## src/rtl/ins_sequencer_if.sv

```systemverilog
// Sequencer bus bundle: run control, ROM port, host load port and CPU-side outputs.
// Optional breakpoint signals exist only when INS_SEQ_BREAKPOINT_EN is defined.
interface ins_sequencer_if #(
  parameter int INS_W  = 21,
  parameter int ADDR_W = 8
);
  logic              START;
  logic              STEP;
  logic              STOP;
  logic              MODE;
  logic [ADDR_W-1:0] CPU_ADDR;
  logic [ADDR_W-1:0] ROM_ADDR;
  logic              ROM_EN;
  logic [INS_W-1:0]  ROM_DATA;
  logic [INS_W-1:0]  HOST_INS;
  logic              HOST_VALID;
  logic              HOST_READY;
  logic [INS_W-1:0]  INS;
  logic              CPU_CLK;
  logic              BUSY;
  logic              HALTED;
  logic [15:0]       ICOUNT;
`ifdef INS_SEQ_BREAKPOINT_EN
  logic [ADDR_W-1:0] BP_ADDR;
  logic              BP_ARM;
  logic              BP_HIT;
`endif

  modport master (
    input  START, STEP, STOP, MODE, CPU_ADDR, ROM_DATA, HOST_INS, HOST_VALID,
    output ROM_ADDR, ROM_EN, HOST_READY, INS, CPU_CLK, BUSY, HALTED, ICOUNT
`ifdef INS_SEQ_BREAKPOINT_EN
    , input BP_ADDR, BP_ARM
    , output BP_HIT
`endif
  );

  modport slave (
    output START, STEP, STOP, MODE, CPU_ADDR, ROM_DATA, HOST_INS, HOST_VALID,
    input  ROM_ADDR, ROM_EN, HOST_READY, INS, CPU_CLK, BUSY, HALTED, ICOUNT
`ifdef INS_SEQ_BREAKPOINT_EN
    , output BP_ADDR, BP_ARM
    , input BP_HIT
`endif
  );
endinterface

```

## src/rtl/ins_sequencer.sv

```systemverilog
// Instruction sequencer: ROM fetch or host load, then a two-phase CPU_CLK strobe; breakpoints under INS_SEQ_BREAKPOINT_EN.
// Period ROM_LAT+3 cycles (ROM) or 3 cycles (host, VALID held); HOST_READY only while waiting in HOSTW, ROM never stalls.
module ins_sequencer #(
  parameter int ROM_LAT = 1,
  parameter int INS_W   = 21,
  parameter int ADDR_W  = 8
) (
  input logic            CLK,
  input logic            RST,
  ins_sequencer_if.master bus
);

  typedef enum logic [2:0] {
    S_IDLE, S_FETCH, S_WAIT, S_HOSTW, S_CLK_HI, S_CLK_LO, S_HALTED
  } state_t;

  localparam logic [2:0] WAIT_LAST = 3'(ROM_LAT - 1);

  state_t           state, state_n;
  logic [INS_W-1:0] ins;
  logic [INS_W-1:0] cap_dat;
  logic             cap_en;
  logic             launch;
  logic             step_flag;
  logic             mode_r;
  logic [2:0]       wait_cnt;
  logic [15:0]      icount;
`ifdef INS_SEQ_BREAKPOINT_EN
  logic             bp_set;
  logic             bp_hit;
`endif

  always_ff @(posedge CLK or posedge RST) begin
    if (RST) state <= S_IDLE;
    else     state <= state_n;
  end

  always_comb begin
    state_n = state;
    cap_en  = 1'b0;
    cap_dat = bus.ROM_DATA;
    launch  = 1'b0;
`ifdef INS_SEQ_BREAKPOINT_EN
    bp_set  = 1'b0;
`endif
    case (state)
      S_IDLE: begin
        if (!bus.STOP && (bus.START || bus.STEP)) begin
          launch  = 1'b1;
          state_n = bus.MODE ? S_HOSTW : S_FETCH;
        end
      end
      S_FETCH: state_n = S_WAIT;
      S_WAIT: begin
        if (wait_cnt == WAIT_LAST) begin
          cap_en  = 1'b1;
          state_n = (bus.ROM_DATA == '0) ? S_HALTED : S_CLK_HI;
        end
      end
      S_HOSTW: begin
        // A completed handshake wins over a concurrent STOP.
        if (bus.HOST_VALID) begin
          cap_en  = 1'b1;
          cap_dat = bus.HOST_INS;
          state_n = (bus.HOST_INS == '0) ? S_HALTED : S_CLK_HI;
        end else if (bus.STOP) begin
          state_n = S_IDLE;
        end
      end
      S_CLK_HI: state_n = S_CLK_LO;
      S_CLK_LO: begin
        if (bus.STOP || step_flag) begin
          state_n = S_IDLE;
        end else if (mode_r) begin
          state_n = S_HOSTW;
        end else begin
`ifdef INS_SEQ_BREAKPOINT_EN
          // Only fetches following an instruction are checked, so a run resumes at the breakpoint.
          if (bus.BP_ARM && (bus.CPU_ADDR == bus.BP_ADDR)) begin
            bp_set  = 1'b1;
            state_n = S_IDLE;
          end else begin
            state_n = S_FETCH;
          end
`else
          state_n = S_FETCH;
`endif
        end
      end
      S_HALTED: begin
        if (bus.START) state_n = S_IDLE;
      end
      default: state_n = S_IDLE;
    endcase
  end

  always_ff @(posedge CLK or posedge RST) begin
    if (RST) begin
      ins       <= '0;
      icount    <= '0;
      step_flag <= 1'b0;
      mode_r    <= 1'b0;
      wait_cnt  <= '0;
`ifdef INS_SEQ_BREAKPOINT_EN
      bp_hit    <= 1'b0;
`endif
    end else begin
      if (cap_en) ins <= cap_dat;
      if (launch) begin
        step_flag <= bus.STEP;
        mode_r    <= bus.MODE;
      end
      if (state == S_FETCH)     wait_cnt <= '0;
      else if (state == S_WAIT) wait_cnt <= wait_cnt + 3'd1;
      if (state == S_CLK_HI && icount != 16'hFFFF) icount <= icount + 16'd1;
`ifdef INS_SEQ_BREAKPOINT_EN
      if (launch)      bp_hit <= 1'b0;
      else if (bp_set) bp_hit <= 1'b1;
`endif
    end
  end

  // Strobes decode straight from state so reset drops them immediately.
  assign bus.INS        = ins;
  assign bus.CPU_CLK    = (state == S_CLK_HI);
  assign bus.ROM_EN     = (state == S_FETCH);
  assign bus.ROM_ADDR   = (state == S_FETCH) ? bus.CPU_ADDR : '0;
  assign bus.HOST_READY = (state == S_HOSTW);
  assign bus.BUSY       = (state != S_IDLE) && (state != S_HALTED);
  assign bus.HALTED     = (state == S_HALTED);
  assign bus.ICOUNT     = icount;
`ifdef INS_SEQ_BREAKPOINT_EN
  assign bus.BP_HIT     = bp_hit;
`endif

endmodule

```

## src/flat_wrapper.sv

```systemverilog
// flat-port wrapper written by rule: the top's interface ports become plain ports
module ins_sequencer_flat 
#(
  parameter int ROM_LAT = 1,
  parameter int INS_W   = 21,
  parameter int ADDR_W  = 8
)
  (CLK, RST, bus_START, bus_STEP, bus_STOP, bus_MODE, bus_CPU_ADDR, bus_ROM_DATA, bus_HOST_INS, bus_HOST_VALID, bus_ROM_ADDR, bus_ROM_EN, bus_HOST_READY, bus_INS, bus_CPU_CLK, bus_BUSY, bus_HALTED, bus_ICOUNT);
  ins_sequencer_if #(.INS_W(INS_W), .ADDR_W(ADDR_W)) bus_i ();
  input logic CLK;
  input logic RST;
  input wire logic [$bits(bus_i.START)-1:0] bus_START;
  input wire logic [$bits(bus_i.STEP)-1:0] bus_STEP;
  input wire logic [$bits(bus_i.STOP)-1:0] bus_STOP;
  input wire logic [$bits(bus_i.MODE)-1:0] bus_MODE;
  input wire logic [$bits(bus_i.CPU_ADDR)-1:0] bus_CPU_ADDR;
  input wire logic [$bits(bus_i.ROM_DATA)-1:0] bus_ROM_DATA;
  input wire logic [$bits(bus_i.HOST_INS)-1:0] bus_HOST_INS;
  input wire logic [$bits(bus_i.HOST_VALID)-1:0] bus_HOST_VALID;
  output wire logic [$bits(bus_i.ROM_ADDR)-1:0] bus_ROM_ADDR;
  output wire logic [$bits(bus_i.ROM_EN)-1:0] bus_ROM_EN;
  output wire logic [$bits(bus_i.HOST_READY)-1:0] bus_HOST_READY;
  output wire logic [$bits(bus_i.INS)-1:0] bus_INS;
  output wire logic [$bits(bus_i.CPU_CLK)-1:0] bus_CPU_CLK;
  output wire logic [$bits(bus_i.BUSY)-1:0] bus_BUSY;
  output wire logic [$bits(bus_i.HALTED)-1:0] bus_HALTED;
  output wire logic [$bits(bus_i.ICOUNT)-1:0] bus_ICOUNT;
  assign bus_i.START = bus_START;
  assign bus_i.STEP = bus_STEP;
  assign bus_i.STOP = bus_STOP;
  assign bus_i.MODE = bus_MODE;
  assign bus_i.CPU_ADDR = bus_CPU_ADDR;
  assign bus_i.ROM_DATA = bus_ROM_DATA;
  assign bus_i.HOST_INS = bus_HOST_INS;
  assign bus_i.HOST_VALID = bus_HOST_VALID;
  assign bus_ROM_ADDR = bus_i.ROM_ADDR;
  assign bus_ROM_EN = bus_i.ROM_EN;
  assign bus_HOST_READY = bus_i.HOST_READY;
  assign bus_INS = bus_i.INS;
  assign bus_CPU_CLK = bus_i.CPU_CLK;
  assign bus_BUSY = bus_i.BUSY;
  assign bus_HALTED = bus_i.HALTED;
  assign bus_ICOUNT = bus_i.ICOUNT;
  ins_sequencer #(.ROM_LAT(ROM_LAT), .INS_W(INS_W), .ADDR_W(ADDR_W)) u_core (.CLK(CLK), .RST(RST), .bus(bus_i));
endmodule
```

## config.mk

```make
export PLATFORM = sky130hd
export DESIGN_NAME = ins_sequencer_flat
export DESIGN_NICKNAME = d
export VERILOG_FILES = /design/src/rtl/ins_sequencer_if.sv /design/src/rtl/ins_sequencer.sv /design/src/flat_wrapper.sv
export SDC_FILE = /design/constraint.sdc
export NUM_CORES = 1
export LEC_CHECK = 0
export CAP_MARGIN = 0
export CELL_PAD_IN_SITES_DETAIL_PLACEMENT = 1
export CELL_PAD_IN_SITES_GLOBAL_PLACEMENT = 2
export CORE_MARGIN = 8
export CORE_UTILIZATION = 26
export CTS_CLUSTER_SIZE = 8
export DETAILED_ROUTE_END_ITERATION = 6
export MAX_ROUTING_LAYER = met4
export PLACE_DENSITY = 0.84
export SETUP_SLACK_MARGIN = 0.2
export SYNTH_ARGS = -nofsm -noshare
export SYNTH_HDL_FRONTEND = slang
export SYNTH_SLANG_ARGS = --single-unit
```

## constraint.sdc

```tcl
create_clock -name CLK -period 2.9 [get_ports CLK]
set_input_delay 0.58 -clock CLK [delete_from_list [all_inputs] [get_ports CLK]]
set_output_delay 0.58 -clock CLK [all_outputs]
set_load 0.02 [all_outputs]
```

# --- Word level (Yosys, flattened, before mapping) ---
# Index checks and enable logic that the tools add are counted.
totals:
  ff_bits: 45
  inputBits: 57
  out_inout_bits: 50
  word_cells: 54
classes:
  n_addsub: 2
  n_eq_ne: 12
  mux: 21
  reduce_logical: 13
op_table:
  columns: ["operator", "n"]
  rows:
  - ["21-bit logical NOT", 2]
  - ["21-bit 2-to-1 mux", 2]
  - ["3-bit 2-to-1 mux", 8]
  - ["3-bit one-hot mux with 7 select lines", 1]
  - ["16-bit by 1-bit adder with 16-bit output (second input constant)", 1]
  - ["16-bit inequality test (second input constant)", 1]
  - ["3-bit equality test (second input constant)", 3]
  - ["2-bit 2-to-1 mux", 4]
  - ["8-bit 2-to-1 mux", 1]
  - ["3-bit by 2-bit equality test with 1-bit output (second input constant)", 2]
  - ["3-bit logical NOT", 2]
  - ["3-bit inequality test (second input constant)", 2]
  - ["1-bit 2-to-1 mux", 4]
  - ["2-bit by 1-bit inequality test with 1-bit output (second input constant)", 2]
  - ["4-bit AND reduction", 1]
  - ["3-bit by 1-bit adder with 3-bit output (second input constant)", 1]
  - ["3-bit by 1-bit equality test with 1-bit output (second input constant)", 1]
  - ["1-bit logical AND", 3]
  - ["3-bit nonzero test", 1]
  - ["1-bit logical OR", 2]
  - ["2-bit inequality test (second input constant)", 1]
  - ["1-bit one-hot mux with 2 select lines", 1]
  - ["2-bit nonzero test", 1]
  - ["1-bit logical NOT", 1]

# --- Longest topological paths before layout ---
depth:
  depth_word: 4
  depth_mapped: 7
  depth_no_buf: 6

# --- Least setup slack after synthesis ---
# OpenSTA, ideal clock, no wires.
synth_timing:
  path_type: "register -> output"
  from: "reg u_core.state[0]"
  to: "out bus_ROM_ADDR[0]"
  arrival_time_ps: 1559
  required_ps: 2320
  path_slack_ps: 761
  stages_incl_launch_ff: 4
  path_buffers: 1
  path_cell_list: "dfrtp_1 clkbuf_1 nor3b_2 and2_1"
synth_via:
  elab_chain_cells: 2
synth_rtl:
  columns: ["item", "line", "text"]
  rows:
  - ["start: declaration", "ins_sequencer.sv:19", "state_t state, state_n;"]
  - ["start signal: assignment", "ins_sequencer.sv:35", "else state <= state_n;"]
  - ["3-bit by 1-bit equality test with 1-bit output", null, null]
  - ["via bus_ROM_EN", "flat_wrapper.sv:21", "output wire logic [$bits(bus_i.ROM_EN)-1:0] bus_ROM_EN;"]
  - ["8-bit 2-to-1 mux", "ins_sequencer.sv:127", "assign bus.ROM_ADDR = (state == S_FETCH) ? bus.CPU_ADDR : '0;"]
  - ["end: declaration", "flat_wrapper.sv:20", "output wire logic [$bits(bus_i.ROM_ADDR)-1:0] bus_ROM_ADDR;"]
# The timed path passes the listed nets, and every way through them passes these cells.

# --- Final worst setup path ---
layout_timing:
  from: "reg u_core.state[1]"
  to: "out bus_ROM_ADDR[0]"
layout_via:
  elab_chain_cells: 2
layout_rtl:
  columns: ["item", "line"]
  rows:
  - ["3-bit by 1-bit equality test with 1-bit output", "ins_sequencer.sv:127"]
  - ["8-bit 2-to-1 mux", "ins_sequencer.sv:127"]
# Every way passes these cells.

==> flow_summary.ini <==
[route]
via_per_inst = 4.73
ant_nets = 0
num_vias = 2228
avgRoutedWirePerCell_microns = 16.5
dr.pass1.iters = 4
drtIter0Drc = 74
drc_errors = 0
wl_microns = 7760

[timing]
timing.final.hold_violations = 0
whs_ns = 0.488
skew_ns = 0.00560
maxSlewHeadroom = 0.642
finalSetupViolCount = 0
fmax_ghz = 0.384
rsz0062_at_grt = yes
tightest_slew_ns = 0.534
fin_crit_sh = 0.899
min_period_ns = 2.61
slew_violations = 0
fin_tns_setup_ns = 0

[die]
die_height_microns = 113
coreArea_sq_um = 9200
pin_count = 107
die_w_microns = 113
dieArea_sq_um = 12800
num_rows = 35
floorplan.initialDensity = 0.267

[setup_path]
path_depth = 3
reg2reg_depth = 5
cp_slowest_cell = clkdlybuf4s50_1
r2r_end = u_core.bus.ICOUNT[13]
critPathKind = register to output port
worstSetupStartpointType = register
crit_fanout = 12
crit_path_end_kind = output port
crit_arrival_ns = 2.03
crit_required_ns = 2.32
path_cells = nor3b_4 -> and2_1 -> clkdlybuf4s50_1
max_stage_delay_ns = 0.60
r2r_slack_ns = 0.96
path_buf_inv = 1
cp_top_family = buffers and inverters
timing.rr.start = u_core.state[0]

[yosys]
syn_inst = 247
ys_types = 44
synth_ff_type = dfrtp_1
synth_top_area_share = 0.459
yosysSeqAreaShare = 0.459
synth_top_cell_by_area = dfrtp_1
synth_warnings = 0
synth_nets = 307
netlist_area_sq_um = 2450
synth_edf_count = 0
async_flop_share = 1.00
postSynthAreaPerCell_sq_um = 9.93
synth-seq-cells = 45
yosys-top-cells-area = dfrtp_1 (46%), mux2i_1 (9.0%), o21ai_0 (4.7%)

[run_status]
run_status = finished, final reports clean

[grt]
grt_antenna_before_repair = 0
grtUsageTotal = 0.126
grt_first_pass_wirelength_microns = 12900
grt-ovfl-total = 0
grt_pass1_vias = 2465
grt_max_degree = 27

[final_layout]
n_antenna_cell = 0
drive_above_1_share = 0.0833
fin_cells = 471
area_growth_pct = 55.3
fin_util = 0.414
nets = 419

[place]
dp_hpwl_microns = 6410
globalplace.congestion = 0.789
io_buffers = 106
dp_cells = 461

[power]
cellLeakagePower_nw = 1.72
powerDensity_nw_per_um2 = 808
power.total_mw = 3.08
peakVddDrop_v = 0.000344

[min_path]
hold_start = u_core.bus.INS[15]
holdCritPathClass = register to register
holdPathStages = 2
holdPathEnd = u_core.bus.INS[15]

[clock_network]
clk_transition_reported_paths_ns = 0.08
clk_latency_ns = 0.29
htreeDepth = 2
cts_inserted_buffers = 5
cts.sinks = 45
cts_tree = built
cts.path.max_buffers = 2
clockRootBuffer = clkbuf_8

[job]
max_cap_viol_count = 0
timing repair:
action | in CTS | in global routing
hold buffers | 0 | 0
setup endpoints to repair | 8 | 10
resized for setup | 1 | 1
setup buffers | 0 | 2
pin swaps | 0 | 1
cell usage after synthesis (2+ instances only):
master / count
o21ai_0: 23
and2_1: 10
nor3b_2: 2
dfrtp_1: 45
o31ai_1: 2
mux2i_1: 22
or4_1: 3
nand3_1: 5
nand2_1: 30
nor3_1: 3
nor3b_1: 2
a21o_1: 2
and3_1: 4
nand4_1: 7
mux2_2: 4
inv_1: 7
a211oi_1: 3
nor2_1: 11
nor4_1: 10
nor2b_1: 2
xnor2_1: 3
a21oi_1: 7
clkbuf_1: 7
xor2_1: 11
ha_1: 3
worst min-delay path, stage by stage, from the launching register on:
cell and delay [ns]:
dfrtp_1 0.35, nand2_1 0.05, o21ai_0 0.06
per-layer routing:
metal	global-route usage	wire length, microns	vias to the layer above
li1	-	-	1112
met4	0.0240	38	0
met3	0.0335	452	4
met5	-	0	-
met1	0.149	3450	1053
met2	0.213	3820	59
stage by stage:
| stage | setup WS, ns | area, sq um |
|---|---|---|
| 6_report | 0.293 | 3810 |
| 5_1_grt | 0.168 | 3810 |
| 4_1_cts | 0.239 | 3790 |
| 3_5_place_dp | 0.465 | 3670 |
| 3_3_place_gp | 0.549 | 3670 |
| 2_1_floorplan | 0.761 | 2450 |
cell type report:
| cell class | instances | area [sq um] |
|---|---|---|
| fillers | 1054 | 5390 |
| flip-flops and latches | 45 | 1130 |
| clock inverters | 1 | 30.0 |
| clock buffers | 7 | 86.3 |
| inverters | 7 | 26.3 |
| repair buffers | 115 | 1140 |
| multi-input cells | 185 | 1260 |
| well taps | 111 | 139 |
registers in the layout (all words and copies together) (netlist names):
name / count
u_core.mode_r: 1
u_core.bus.INS: 21
u_core.wait_cnt: 3
u_core.state: 3
u_core.step_flag: 1
u_core.bus.ICOUNT: 16
power breakdown:
group | switching [mW] | internal, mW
registers | 0.218 | 0.851
clock network | 0.209 | 0.281
logic | 0.765 | 0.755
total | 1.19 | 1.89
kinds of logic after synthesis:
group                      count (synthesis)  share of synthesized area
AOI/OAI and AO/OA                         44                      0.106
xor gates and xnor gates                  14                     0.0500
adders and majority gates                  3                     0.0153
buffers and inverters                     17                     0.0311
DFF                                       45                      0.459
muxes                                     26                      0.108
and+or+nand+nor                           98                      0.231
how the worst max path moves through the flow:
stage	startpoint	endpoint	slack, ns
after CTS	u_core.state[1]	bus_ROM_ADDR[4]	0.24
after global placement	u_core.state[1]	bus_ROM_ADDR[2]	0.55
final	u_core.state[1]	bus_ROM_ADDR[0]	0.29
after global routing	u_core.state[1]	bus_ROM_ADDR[4]	0.17
after detailed placement	u_core.state[1]	bus_ROM_ADDR[4]	0.47
after floorplan	u_core.state[0]	bus_ROM_ADDR[0]	0.76
placed cells by master, fill, tap and decap left out, types with 2 or more instances in the layout:
| cell | netlist | final |
|---|---|---|
| o31ai_1 | 2 | 2 |
| clkdlybuf4s50_1 | 0 | 106 |
| and3_1 | 4 | 4 |
| a21o_1 | 2 | 2 |
| and2_1 | 10 | 10 |
| nor2b_1 | 2 | 2 |
| dfrtp_1 | 45 | 44 |
| nor3_1 | 3 | 3 |
| a21oi_1 | 7 | 7 |
| mux2i_1 | 22 | 22 |
| nor4_1 | 10 | 10 |
| clkbuf_8 | 0 | 6 |
| mux2_2 | 4 | 4 |
| xor2_1 | 11 | 11 |
| nand4_1 | 7 | 7 |
| buf_4 | 1 | 8 |
| nor2_1 | 11 | 11 |
| nand2_1 | 30 | 30 |
| a211oi_1 | 3 | 3 |
| nor3b_4 | 1 | 2 |
| inv_1 | 7 | 6 |
| o21ai_0 | 23 | 23 |
| ha_1 | 3 | 3 |
| nand3_1 | 5 | 5 |
| nor3b_1 | 2 | 2 |
| or4_1 | 3 | 3 |
| xnor2_1 | 3 | 3 |
Power figures use the tool's default switching activity.
